<file path="src/rtl/mc_control.sv">
// Multicycle MIPS32 main control FSM with a parameterised memory-wait stall.
// Optional addi support is compiled in when the ADDI_EN macro is defined.
//
// state   | meaning
// FETCH   | read instruction at PC, IR load and PC+4 on final wait cycle
// DECODE  | register read, branch target into ALUOut, opcode dispatch
// MEMADR  | effective address rs + imm for lw/sw
// MEMRD   | data memory read at ALUOut
// MEMWB   | write MDR into rt
// MEMWR   | data memory write at ALUOut
// EXEC    | R-type ALU operation
// RWB     | write ALUOut into rd
// BRANCH  | beq compare, conditional PC load from ALUOut
// JUMP    | PC load from jump target
// ADDI_EX | rs + imm for addi
// ADDI_WB | write ALUOut into rt
module mc_control #(
    parameter int unsigned MEM_WAIT = 0
) (
    input  logic       clk,
    input  logic       rst,
    input  logic [5:0] Opcode,
    output logic       PCWrite,
    output logic       PCWriteCond,
    output logic       IorD,
    output logic       MemRead,
    output logic       MemWrite,
    output logic       IRWrite,
    output logic       MemtoReg,
    output logic       RegDst,
    output logic       RegWrite,
    output logic       AluSrcA,
    output logic [1:0] AluSrcB,
    output logic [2:0] AluOp,
    output logic [1:0] PCSource,
    output logic       Illegal,
    output logic [3:0] State
);
    localparam logic [3:0] WAIT_MAX = 4'(MEM_WAIT);
    localparam logic [5:0] OP_RTYPE = 6'b000000;
    localparam logic [5:0] OP_LW    = 6'b100011;
    localparam logic [5:0] OP_SW    = 6'b101011;
    localparam logic [5:0] OP_BEQ   = 6'b000100;
    localparam logic [5:0] OP_J     = 6'b000010;
`ifdef ADDI_EN
    localparam logic [5:0] OP_ADDI  = 6'b001000;
`endif

    typedef enum logic [3:0] {
        FETCH   = 4'd0,
        DECODE  = 4'd1,
        MEMADR  = 4'd2,
        MEMRD   = 4'd3,
        MEMWB   = 4'd4,
        MEMWR   = 4'd5,
        EXEC    = 4'd6,
        RWB     = 4'd7,
        BRANCH  = 4'd8,
        JUMP    = 4'd9,
        ADDI_EX = 4'd10,
        ADDI_WB = 4'd11
    } state_t;

    state_t     state_q, state_d;
    logic [3:0] cnt_q, cnt_d;
    logic       mem_state;
    logic       wait_done;
    logic       op_legal;

    always_ff @(posedge clk or posedge rst) begin
        if (rst) begin
            state_q <= FETCH;
            cnt_q   <= '0;
        end else begin
            state_q <= state_d;
            cnt_q   <= cnt_d;
        end
    end

    assign mem_state = (state_q == FETCH) || (state_q == MEMRD) || (state_q == MEMWR);
    assign wait_done = (cnt_q == WAIT_MAX);

    always_comb begin
        op_legal = 1'b1;
        case (Opcode)
            OP_RTYPE, OP_LW, OP_SW, OP_BEQ, OP_J: op_legal = 1'b1;
`ifdef ADDI_EN
            OP_ADDI:                              op_legal = 1'b1;
`endif
            default:                              op_legal = 1'b0;
        endcase
    end

    always_comb begin
        state_d = FETCH;
        cnt_d   = '0;
        case (state_q)
            FETCH:   state_d = DECODE;
            DECODE: begin
                case (Opcode)
                    OP_RTYPE:     state_d = EXEC;
                    OP_LW, OP_SW: state_d = MEMADR;
                    OP_BEQ:       state_d = BRANCH;
                    OP_J:         state_d = JUMP;
`ifdef ADDI_EN
                    OP_ADDI:      state_d = ADDI_EX;
`endif
                    default:      state_d = FETCH;
                endcase
            end
            MEMADR:  state_d = (Opcode == OP_LW) ? MEMRD : MEMWR;
            MEMRD:   state_d = MEMWB;
            EXEC:    state_d = RWB;
`ifdef ADDI_EN
            ADDI_EX: state_d = ADDI_WB;
`endif
            default: state_d = FETCH;
        endcase
        // Memory states stall here; the counter only runs while holding.
        if (mem_state && !wait_done) begin
            state_d = state_q;
            cnt_d   = cnt_q + 4'd1;
        end
    end

    always_comb begin
        PCWrite     = 1'b0;
        PCWriteCond = 1'b0;
        IorD        = 1'b0;
        MemRead     = 1'b0;
        MemWrite    = 1'b0;
        IRWrite     = 1'b0;
        MemtoReg    = 1'b0;
        RegDst      = 1'b0;
        RegWrite    = 1'b0;
        AluSrcA     = 1'b0;
        AluSrcB     = 2'b00;
        AluOp       = 3'b000;
        PCSource    = 2'b00;
        Illegal     = 1'b0;
        case (state_q)
            FETCH: begin
                MemRead = 1'b1;
                AluSrcB = 2'b01;
                IRWrite = wait_done;
                PCWrite = wait_done;
            end
            DECODE: begin
                AluSrcB = 2'b11;
                Illegal = !op_legal;
            end
            MEMADR: begin
                AluSrcA = 1'b1;
                AluSrcB = 2'b10;
            end
            MEMRD: begin
                MemRead = 1'b1;
                IorD    = 1'b1;
            end
            MEMWB: begin
                RegWrite = 1'b1;
                MemtoReg = 1'b1;
            end
            MEMWR: begin
                MemWrite = 1'b1;
                IorD     = 1'b1;
            end
            EXEC: begin
                AluSrcA = 1'b1;
                AluOp   = 3'b010;
            end
            RWB: begin
                RegWrite = 1'b1;
                RegDst   = 1'b1;
            end
            BRANCH: begin
                AluSrcA     = 1'b1;
                AluOp       = 3'b001;
                PCWriteCond = 1'b1;
                PCSource    = 2'b01;
            end
            JUMP: begin
                PCWrite  = 1'b1;
                PCSource = 2'b10;
            end
`ifdef ADDI_EN
            ADDI_EX: begin
                AluSrcA = 1'b1;
                AluSrcB = 2'b10;
            end
            ADDI_WB: begin
                RegWrite = 1'b1;
            end
`endif
            default: ;
        endcase
    end

    assign State = state_q;
endmodule

</file>
<file path="config.mk">
export PLATFORM = sky130hd
export DESIGN_NAME = mc_control
export DESIGN_NICKNAME = d
export VERILOG_FILES = /design/src/rtl/mc_control.sv
export SDC_FILE = /design/constraint.sdc
export NUM_CORES = 1
export LEC_CHECK = 0
export BUFFER_PORTS_ARGS = -buffer_cell sky130_fd_sc_hd__buf_2
export CAP_MARGIN = 5
export CORE_UTILIZATION = 46
export CTS_CLUSTER_DIAMETER = 150
export DETAILED_ROUTE_END_ITERATION = 8
export PLACE_DENSITY = 0.76
export SYNTH_ARGS = -nofsm -noshare
export SYNTH_HDL_FRONTEND = slang
export SYNTH_SLANG_ARGS = --single-unit
</file>
<file path="constraint.sdc">
create_clock -name clk -period 1.8 [get_ports clk]
set_input_delay 0.36 -clock clk [delete_from_list [all_inputs] [get_ports clk]]
set_output_delay 0.36 -clock clk [all_outputs]
set_load 0.05 [all_outputs]
</file>
==> flow_summary_export.csv, run 1 <==
group,metric,value,unit
outcome,outcome,"aborted with a tool error",
outcome,failed_stage,"5_1_grt",
outcome,firstError,"[ERROR DPL-0038] Utilization greater than 100%, impossible to legalize",
logic_synthesis,synthFlopType,"dfrtp_1",
floorplanning,num_rows,13,
floorplanning,ios,30,
cts,clock_sinks,8,
floorplanning,initial_core_util,51.8,%
sta,worst_path_end_type,"top-level output",
logic_synthesis,synth_cells,90,
cts,cts-root-buf,"clkbuf_4",
cts,htree_num_levels,1,
logic_synthesis,yosysUniqueCellTypes,38,
place,place_hpwl,1500,um
place,numPortBuffers,28,
logic_synthesis,yosysTopAreaCell,"dfrtp_1",
place,placed_area,1110,um^2
logic_synthesis,ys_seq_area_share,28.3,%
logic_synthesis,synth_warnings,0,
logic_synthesis,synth-async-reset-ratio,100,%
logic_synthesis,synth_area_leaders,"dfrtp_1 (28%), nor2_1 (6.4%), nor3_1 (4.9%)",
cts,clockBufferDepth,2,
cts,numCtsBuffers,3,
logic_synthesis,synth_edf_count,0,
place,gp_congestion,0.768,
grt,grt_max_degree,10,
logic_synthesis,syn_area,708,um^2
logic_synthesis,ys_top_cells_by_count,"nor2_1 (12), dfrtp_1 (8), nor3_1 (7)",
place,placed_cells,141,
logic_synthesis,syn-mean-instance-area,7.87,um^2
sta,postGrtWorstEndpoint,"IRWrite",
place,place_ws,-122,ps
logic_synthesis,synth_nets,100,
logic_synthesis,ys_ff_latch,8,
floorplanning,die_h,41.2,um
logic_synthesis,yosys.cell_count.top_type,"nor2_1",
floorplanning,die_w,41.2,um
logic_synthesis,synth_top_area_share,28.3,%
[stage by stage]
| stage | TNS (ps) | hold slack [ps] |
|---|---|---|
| floorplan | -500 | 175 |
| global placement | -74.7 | 309 |
| detailed placement | -122 | 309 |
| CTS | -440 | 25.3 |
[kinds of logic after synthesis]
logic type,share of synthesized area [%]
simple gates,34.8
buf+inv,8.48
other cells,0.530
fa+ha+maj,3.53
xor+xnor,4.95
compound gates,19.4
flops,28.3
[timing repair]
item	CTS
pin swaps	3
setup endpoints to repair	13
gates resized for setup	28
setup buffers	7
hold buffers	0
endpoints found under the hold margin	0
==> run 2, diff against run 1 <==
- CORE_AREA: unset -> 2 2 63 65
- CORE_UTILIZATION: 46 -> unset
- CTS_CLUSTER_DIAMETER: 150 -> unset
- DIE_AREA: unset -> 0 0 65 67
- PLACE_DENSITY: 0.76 -> unset
- PLACE_DENSITY_LB_ADDON: unset -> 0.15
==> run 2 against run 1 <==
  * The flow now finishes, with violations (setup timing)
  * Synthesized cell count unchanged
  * Area after synthesis unchanged
==> flow_summary_export.csv, run 2 <==
group,metric,value,unit
outcome,outcome,"finished, violations left",
outcome,violations,"setup timing",
critical_path,reg2regPathDepth,8,
logic_synthesis,synth_nets,100,
critical_path,regToRegSetupSlack,30,ps
logic_synthesis,synth-async-reset-ratio,100,%
cts,clk_latency,230,ps
logic_synthesis,synth_area_leaders,"dfrtp_1 (28%), nor2_1 (6.4%), nor3_1 (4.9%)",
place,numPortBuffers,28,
critical_path,critPathLaunch,"cnt_q[0]",
power_and_ir_drop,intPower,915,uW
place,placed_area,1160,um^2
routing,via_per_inst,4.61,
hold_path,hp-class,"input pin to asynchronous set/reset pin",
sta,fin_ws,-268,ps
routing,first_iter_violations,25,
routing,wl_per_cell,12.7,um
final_layout,design_area,1390,um^2
power_and_ir_drop,power.switching,946,uW
floorplanning,die_area,4360,um^2
grt,grt_pass1_vias,789,
critical_path,start_kind,"flip-flop",
sta,min_period_over_period,115,%
power_and_ir_drop,switching_share,50.8,%
logic_synthesis,ys_top_cells_by_count,"nor2_1 (12), dfrtp_1 (8), nor3_1 (7)",
critical_path,worstPathMaxFanout,2,
sta,max_freq,0.484,GHz
critical_path,crit_type,"flip-flop to primary output",
sta,rsz0062_at_grt,"yes",
critical_path,worst_ep_arrival_time,1710,ps
final_layout,synthToLayoutAreaGrowth,96.3,%
logic_synthesis,syn_area,708,um^2
routing,detail-route-antenna-nets,0,
place,place_hpwl,1770,um
final_layout,utilization,38.5,%
critical_path,critPathSlowestCell,"or3b_4",
final_layout,nFillCells,369,
logic_synthesis,yosysUniqueCellTypes,38,
critical_path,cp-end-kind,"primary output",
logic_synthesis,ys_seq_area_share,28.3,%
logic_synthesis,synth_cells,90,
grt,grt_util_all_layers,10.9,%
floorplanning,coreArea,3610,um^2
cts,clockBufferDepth,2,
power_and_ir_drop,leakage,0.000616,uW
critical_path,critical_path_buf_inv_count,2,
final_layout,final_common_cell,"buf_4",
power_and_ir_drop,power.share.clock,12.2,%
place,gp_congestion,0.723,
cts,cts-root-buf,"clkbuf_8",
final_layout,nNetsFinal,152,
critical_path,cp.depth,5,
grt,grt_pass1_wl,3600,um
critical_path,r2r_start,"cnt_q[1]",
cts,clock_sinks,8,
grt,grt_overflow,0,
power_and_ir_drop,combPwrFrac,74.8,%
logic_synthesis,ys_ff_latch,8,
power_and_ir_drop,cellPowerDensity,1340,nW/um^2
routing,post-route-drc-count,0,
sta,fin_worst_skew,4.66,ps
sta,drv_slew,0,
final_layout,layout_common_cells,"buf_4 (28), buf_2 (14), buf_6 (11)",
flow_run,maxCapViolCount,0,
cts,cts-hold-fix-buffers,0,
logic_synthesis,yosysTopAreaCell,"dfrtp_1",
logic_synthesis,yosys.cell_count.top_type,"nor2_1",
logic_synthesis,synth_edf_count,0,
cts,clk_pin_slew_worst_paths,40,ps
sta,fin_crit,2070,ps
logic_synthesis,synth_top_area_share,28.3,%
critical_path,crit_end,"IRWrite",
floorplanning,die_w,65,um
floorplanning,num_rows,22,
sta,setup_viol,2,
floorplanning,ios,30,
logic_synthesis,synthFlopType,"dfrtp_1",
floorplanning,die_h,67,um
final_layout,fin_cells,189,
power_and_ir_drop,max-vdd-ir-drop,0.494,mV
floorplanning,initial_core_util,19.6,%
critical_path,crit_family,"simple AND/OR/NAND/NOR gates",
critical_path,cp_cell_sequence,"inv_1 > ha_2 > or3b_4 > nor4b_4 > buf_6",
power_and_ir_drop,p_seq_share,13.0,%
logic_synthesis,synth_warnings,0,
routing,drtPass1Iterations,4,
critical_path,max_stage_delay,400,ps
cts,htree_num_levels,1,
final_layout,final_layout_size_suffix_gt1_share,63.1,%
cts,numCtsBuffers,3,
logic_synthesis,syn-mean-instance-area,7.87,um^2
cts,cts_tree,"built",
critical_path,timing.rr.end,"State[0]",
routing,routed_wl,2400,um
grt,antenna_found_initial,0,
final_layout,n_antenna_cell,0,
place,placed_cells,175,
grt,grt_max_degree,10,
sta,hold_violations,0,
routing,vias,872,
critical_path,required,1440,ps
sta,holdWs,77.9,ps
run 2: cell counts after synthesis:
No cell type changed its count.
run 2: final cells by class:
type,count,area [um^2],share of cell area [%]
Clock buffer,4,45.0,3.24
Timing Repair Buffer,55,427,30.7
Tap cell,48,60.1,4.32
Sequential cell,8,205,14.8
Inverter,5,18.8,1.35
Multi-Input combinational cell,69,634,45.6
run 2: worst reg2reg max path: stages (launching register included):
cell and delay, ps:
dfrtp_1 340, inv_1 50, ha_2 170, buf_4 130, nor3b_4 150, buf_4 130
buf_4 130, or4b_1 470, o311ai_1 100
run 2: worst min-delay path by stage:
stage | depth (start not counted) | startpoint | end
final | 2 | rst | State[1]
after global routing | 2 | rst | State[1]
after CTS | 2 | rst | State[1]
after detailed placement | 2 | rst | cnt_q[0]
after global placement | 2 | rst | cnt_q[2]
after floorplan | 1 | rst | cnt_q[0]
run 2: timing repair:
action,4_1_cts,5_1_grt
gates cloned,0,0
resized for setup,23,13
setup buffers,3,8
endpoints found under the setup margin,13,15
pin swaps,2,7
run 2: metal layers:
layer  routed length (um)  GRT usage [%]
met1                 1010           14.2
met5                    0              0
met4                   34           5.59
met2                 1220           17.7
met3                  128           1.18
run 2: power groups by stage:
stage / Combinational (uW) / Sequential, uW / Clock [uW]
4_1_cts: 1310 / 240 / 236
3_3_place_gp: 1190 / 248 / 0
2_1_floorplan: 910 / 298 / 0
3_5_place_dp: 1200 / 243 / 0
5_1_grt: 1460 / 244 / 255
6_report: 1390 / 241 / 228
run 2: cells by family after synthesis:
family                     count (synthesis)  synth area share [%]
and+or+nand+nor                           45                  34.8
xor gates and xnor gates                   4                  4.95
buffers and inverters                     13                  8.48
AOI/OAI and AO/OA                         17                  19.4
adders and majority gates                  2                  3.53
other                                      1                 0.530
DFF                                        8                  28.3
run 2: metrics by stage:
stage / setup TNS, ps / power, uW / setup WS, ps
after floorplan: -500 / 1210 / -207
after global placement: -89.1 / 1440 / -89.1
after detailed placement: -86.4 / 1440 / -86.4
after CTS: -366 / 1790 / -259
after global routing: -531 / 1960 / -317
final: -337 / 1860 / -268
No activity file was read; power rests on OpenSTA's default activity.
==> run 3, diff against run 2 <==
- PLACE_DENSITY: unset -> 0.43
- PLACE_DENSITY_LB_ADDON: 0.15 -> unset
==> run 3 against run 2 <==
  * The run still ends with setup timing left
  * Register-to-register slack improved by 210 ps
  * Wire length decreased by 12%
  * Worst hold slack got worse by 9.3 ps
  * Global-route usage decreased by 0.32 points
  * Sequential power about the same
  * First-iteration DRC count decreased by 8.0%
  * Clock power about the same
  * Fmax increased by 2.7%
  * Core utilization decreased by 1.8 points
  * Setup slack improved by 54 ps
==> flow_summary_export.csv, run 3 (same netlist as run 2, synthesis figures left out) <==
group,metric,value,unit
outcome,outcome,"finished, violations left",
outcome,violations,"setup timing",
power_and_ir_drop,total_power,1810,uW
routing,wl_per_cell,11.7,um
sta,fin_ws,-214,ps
critical_path,start_kind,"flip-flop",
power_and_ir_drop,power.share.clock,12.4,%
cts,numCtsBuffers,3,
cts,clockBufferDepth,2,
grt,grt_util_all_layers,10.6,%
routing,wl_met2,1080,um
final_layout,utilization,36.8,%
final_layout,n_antenna_cell,0,
critical_path,worstPathMaxFanout,3,
sta,setup_tns,-241,ps
floorplanning,initial_core_util,19.6,%
power_and_ir_drop,power.switching,927,uW
routing,wl_met3,73,um
sta,max_freq,0.496,GHz
final_layout,seq_area,205,um^2
routing,via_per_inst,4.45,
place,gp_congestion,0.751,
critical_path,cp-end-kind,"primary output",
cts,cts-root-buf,"clkbuf_8",
cts,clock_sinks,8,
grt,grt_pass1_vias,787,
cts,clk_pin_slew_worst_paths,40,ps
sta,hold_violations,0,
critical_path,critical_path_buf_inv_count,2,
routing,post-route-drc-count,0,
critical_path,max_stage_delay,400,ps
cts,cts_tree,"built",
routing,first_iter_violations,23,
sta,fin_worst_skew,4.77,ps
floorplanning,die_h,67,um
critical_path,critPathSlowestCell,"or3b_4",
critical_path,worst_ep_arrival_time,1650,ps
grt,grt_max_degree,12,
sta,min_period_over_period,112,%
sta,fin_crit,2010,ps
power_and_ir_drop,leakage,0.000564,uW
hold_path,hp-class,"input pin to asynchronous set/reset pin",
cts,cts-hold-fix-buffers,0,
routing,routed_wl,2100,um
power_and_ir_drop,intPower,881,uW
sta,rsz0062_at_grt,"yes",
final_layout,fin_cells,179,
grt,grt_overflow,0,
power_and_ir_drop,combPwrFrac,74.3,%
flow_run,maxCapViolCount,0,
critical_path,cp_cell_sequence,"inv_1 > ha_2 > or3b_4 > nor4b_4 > buf_6",
cts,htree_num_levels,1,
floorplanning,die_area,4360,um^2
routing,vias,797,
power_and_ir_drop,p_seq_share,13.3,%
critical_path,crit_type,"flip-flop to primary output",
power_and_ir_drop,switching_share,51.3,%
critical_path,crit_family,"simple AND/OR/NAND/NOR gates",
routing,detail-route-antenna-nets,0,
final_layout,multiInputGateArea,638,um^2
power_and_ir_drop,max-vdd-ir-drop,0.434,mV
floorplanning,die_w,65,um
power_and_ir_drop,cellPowerDensity,1360,nW/um^2
routing,wl_met1,921,um
floorplanning,coreArea,3610,um^2
routing,drtPass1Iterations,3,
sta,setup_viol,2,
final_layout,synthToLayoutAreaGrowth,87.3,%
floorplanning,num_rows,22,
critical_path,required,1440,ps
cts,clk_latency,230,ps
place,place_hpwl,1710,um
floorplanning,ios,30,
place,placed_cells,173,
place,numPortBuffers,28,
grt,antenna_found_initial,0,
routing,top_layer,"met4",
final_layout,nFillCells,391,
final_layout,final_layout_size_suffix_gt1_share,61.8,%
sta,holdWs,68.6,ps
sta,drv_slew,0,
grt,grt_pass1_wl,3530,um
final_layout,nNetsFinal,142,
final_layout,layout_common_cells,"buf_2 (16), buf_4 (16), buf_6 (11)",
-- run 3: cell count changes in the layout (fill, tap and decap cells not counted) --
cell / before / now
xnor2_2: 0 / 1
xnor2_1: 3 / 2
nand2_1: 3 / 4
clkbuf_4: 1 / 0
buf_12: 0 / 1
nor3b_2: 0 / 1
nand2b_1: 2 / 1
nand2b_2: 0 / 1
buf_2: 14 / 16
buf_4: 28 / 16
nor3b_4: 3 / 2
nand2_2: 1 / 0
nor2_2: 3 / 4
nor2_1: 8 / 7
-- run 3: per-layer routing --
layer	GRT usage (%)	up-vias
met5	0	-
met2	18.4	21
met3	0.507	2
met4	5.59	0
li1	-	399
met1	13.1	375
-- run 3: cell type report --
| type | instances | share of cell area (%) |
|---|---|---|
| flip-flops and latches | 8 | 15.5 |
| repair buffers | 45 | 27.1 |
| multi-input cells | 69 | 48.1 |
| well taps | 48 | 4.53 |
| clock buffers | 4 | 3.40 |
| inverters | 5 | 1.42 |
-- run 3: worst register-to-register path, cell delays in order, from the launching register on --
cell	delay, ps
dfrtp_1	370
inv_1	60
ha_2	170
or3b_4	400
buf_4	150
a32oi_1	160
o311ai_1	120
-- run 3: per-stage QoR --
step,setup slack (ps),area (um^2)
2_1_floorplan,-207,910
3_3_place_gp,-79.9,1160
3_5_place_dp,-83.6,1160
4_1_cts,-221,1280
5_1_grt,-301,1330
6_report,-214,1330
-- run 3: final timing paths --
path | from | to | slack [ps] | cells after the start
max reg2reg | cnt_q[0] | State[0] | 240 | 6
min in group clk | Opcode[4] | State[3] | 330 | 2
max | cnt_q[0] | IRWrite | -210 | 5
min | rst | State[3] | 70 | 2
max in group asynchronous | rst | State[0] | 1480 | 2
min reg2reg | cnt_q[0] | cnt_q[0] | 540 | 2
-- run 3: repair_timing --
action                     in CTS  in global routing
pin swaps                       3                  1
setup buffers                   1                  1
resized for setup              23                 11
setup endpoints to repair      14                 10
-- run 3: power by group through the flow --
stage / Combinational (uW) / Clock, uW / Sequential (uW)
floorplan: 910 / 0 / 298
global placement: 1170 / 0 / 242
global route: 1410 / 243 / 244
detailed placement: 1180 / 0 / 243
CTS: 1310 / 236 / 236
finish: 1340 / 225 / 240
==> run 4, diff against run 3 <==
- ABC_AREA: unset -> 1
- PLACE_DENSITY: 0.43 -> 0.42
- SLEW_MARGIN: unset -> 0
==> run 4 against run 3 <==
  * The flow now finishes without violations
  * Non-clock buffer count decreased by 12
  * Clock skew decreased by 2.2 ps
  * Sequential power about the same
  * Sequential cell count unchanged
  * Wire length decreased by 16%
  * Cell area decreased by 21%
  * Clock power about the same
  * Combinational power decreased by 39%
  * Fmax increased by 16%
  * Via count decreased by 7.9%
  * Register-to-register slack improved by 290 ps
  * Final cell count increased by 4.5%
==> flow_summary_export.csv, run 4 <==
group,metric,value,unit
critical_path,required,1440,ps
sta,fin_crit,1740,ps
routing,routed_wl,1770,um
critical_path,cp-end-kind,"primary output",
sta,max_freq,0.576,GHz
routing,vias,734,
final_layout,layout_common_cells,"nand2_1 (20), buf_2 (20), nor2_1 (17)",
cts,htree_num_levels,1,
critical_path,crit_type,"flip-flop to primary output",
logic_synthesis,synth_cells,105,
routing,wl_per_cell,9.44,um
outcome,outcome,"complete, no violations",
final_layout,nFillCells,414,
logic_synthesis,synth_top_area_share,29.3,%
sta,holdWs,71.4,ps
critical_path,worstPathMaxFanout,5,
sta,fin_ws,63.6,ps
final_layout,nNetsFinal,150,
floorplanning,num_rows,22,
logic_synthesis,ys_seq_area_share,29.3,%
logic_synthesis,synth_nets,115,
grt,grt_overflow,0,
logic_synthesis,synth_edf_count,0,
logic_synthesis,syn_area,683,um^2
place,place_hpwl,1460,um
routing,first_iter_violations,24,
grt,grt_pass1_vias,723,
critical_path,max_stage_delay,460,ps
flow_run,maxCapViolCount,0,
critical_path,worst_ep_arrival_time,1380,ps
floorplanning,die_h,67,um
sta,fin_worst_skew,2.61,ps
sta,setup_viol,0,
logic_synthesis,ys_ff_latch,8,
routing,post-route-drc-count,0,
logic_synthesis,synth_warnings,0,
logic_synthesis,ys_top_cells_by_count,"nor2_1 (23), nand2_1 (20), inv_1 (16)",
routing,via_per_inst,3.93,
grt,grt_pass1_wl,3060,um
logic_synthesis,yosysUniqueCellTypes,21,
power_and_ir_drop,total_power,1280,uW
final_layout,final_layout_size_suffix_gt1_share,46.0,%
routing,detail-route-antenna-nets,0,
cts,cts_tree,"built",
floorplanning,die_area,4360,um^2
place,numPortBuffers,28,
power_and_ir_drop,max-vdd-ir-drop,0.236,mV
sta,min_period_over_period,96.5,%
critical_path,start_kind,"flip-flop",
place,place_ws,139,ps
place,gp_congestion,0.718,
grt,antenna_found_initial,0,
final_layout,n_antenna_cell,0,
final_layout,synthToLayoutAreaGrowth,52.6,%
final_layout,multiInputGateArea,450,um^2
routing,drtPass1Iterations,4,
logic_synthesis,yosysTopAreaCell,"dfrtp_1",
logic_synthesis,yosys.cell_count.top_type,"nor2_1",
logic_synthesis,synthFlopType,"dfrtp_1",
final_layout,seq_area,205,um^2
logic_synthesis,syn-mean-instance-area,6.51,um^2
cts,clk_pin_slew_worst_paths,40,ps
power_and_ir_drop,leakage,0.000539,uW
floorplanning,die_w,65,um
cts,clockBufferDepth,2,
grt,grt_max_degree,9,
floorplanning,coreArea,3610,um^2
power_and_ir_drop,cellPowerDensity,1230,nW/um^2
logic_synthesis,synth-async-reset-ratio,100,%
hold_path,hp-class,"input pin to asynchronous set/reset pin",
floorplanning,ios,30,
cts,numCtsBuffers,3,
critical_path,critPathMostFrequentCell,"inv_2",
sta,setup_tns,0,ps
cts,clock_sinks,8,
cts,clk_latency,230,ps
cts,cts-root-buf,"clkbuf_8",
sta,drv_slew,0,
logic_synthesis,synth_area_leaders,"dfrtp_1 (29%), nor2_1 (13%), nand2_1 (11%)",
critical_path,critPathSlowestCell,"dfrtp_2",
grt,grt_util_all_layers,9.15,%
floorplanning,initial_core_util,18.9,%
critical_path,cp_cell_sequence,"inv_2 > nand2_4 > nor2_4 > inv_2 > nor3_4 > buf_6",
sta,hold_violations,0,
[run 4: cell count changes after synthesis, sizes merged, moves of 3 or more]
cell,delta
buf,-3
nor2b,-3
nor2,+15
inv,+12
nor3,-6
nand2b,-4
nand2,+20
nand3,+8
nor3b,-3
[run 4: logic make-up after synthesis]
| family | synth area share (%) |
|---|---|
| XOR/XNOR | 2.56 |
| buffers and inverters | 12.6 |
| other | 0.549 |
| AO/OA/AOI/OAI | 4.58 |
| AND/OR/NAND/NOR | 46.7 |
| flip-flops | 29.3 |
| adder cells (fa/ha/maj) | 3.66 |
[run 4: worst paths after layout]
path                       startpoint       end  slack [ps]  depth (start not counted)
setup / recovery             State[1]   Illegal          60                          6
hold / removal                    rst  cnt_q[0]          70                          2
setup reg to reg             State[2]  State[0]         530                          7
hold reg to reg              cnt_q[0]  cnt_q[0]         480                          1
max in group asynchronous         rst  State[0]        1470                          2
min in group clk            Opcode[2]  State[3]         450                          3
[run 4: critical path, delay by kind of cell (launching register included)]
kind	cells	cell delay, ps
flops	1	460
buf+inv	3	350
simple gates	3	340
[run 4: routing by layer]
layer  GRT usage [%]  routed length (um)  share of wire [%]
met4            5.59                  53                3.0
met5               0                   0                  0
met1            11.4                 827                 47
met3            1.18                  92                5.2
met2            14.9                 791                 45
[run 4: where the power goes]
group          switching [uW]  internal [uW]  total, uW
clock network            71.0            153        225
registers                42.5            198        241
logic                     578            240        819
total                     692            592       1280
[run 4: cell type report]
| type | instances | area share (%) |
|---|---|---|
| inverter | 17 | 6.12 |
| tap | 48 | 5.76 |
| multi-input combinational | 77 | 43.2 |
| timing repair buffer | 33 | 20.9 |
| clock buffer | 4 | 4.32 |
| sequential | 8 | 19.7 |
[run 4: repair_timing]
item	in CTS	in global routing
endpoints found under the setup margin	1	10
pin swaps	0	1
gates resized for setup	2	13
buffers inserted	1	2
hold buffers	0	0
[run 4: stage by stage]
step | std cells | instance area [um^2] | utilization (%)
3_3_place_gp | 180 | 925 | 25.6
2_1_floorplan | 105 | 739 | -
6_report | 187 | 1040 | 28.9
3_5_place_dp | 180 | 925 | 25.6
4_1_cts | 185 | 996 | 27.6
5_1_grt | 187 | 1040 | 28.9
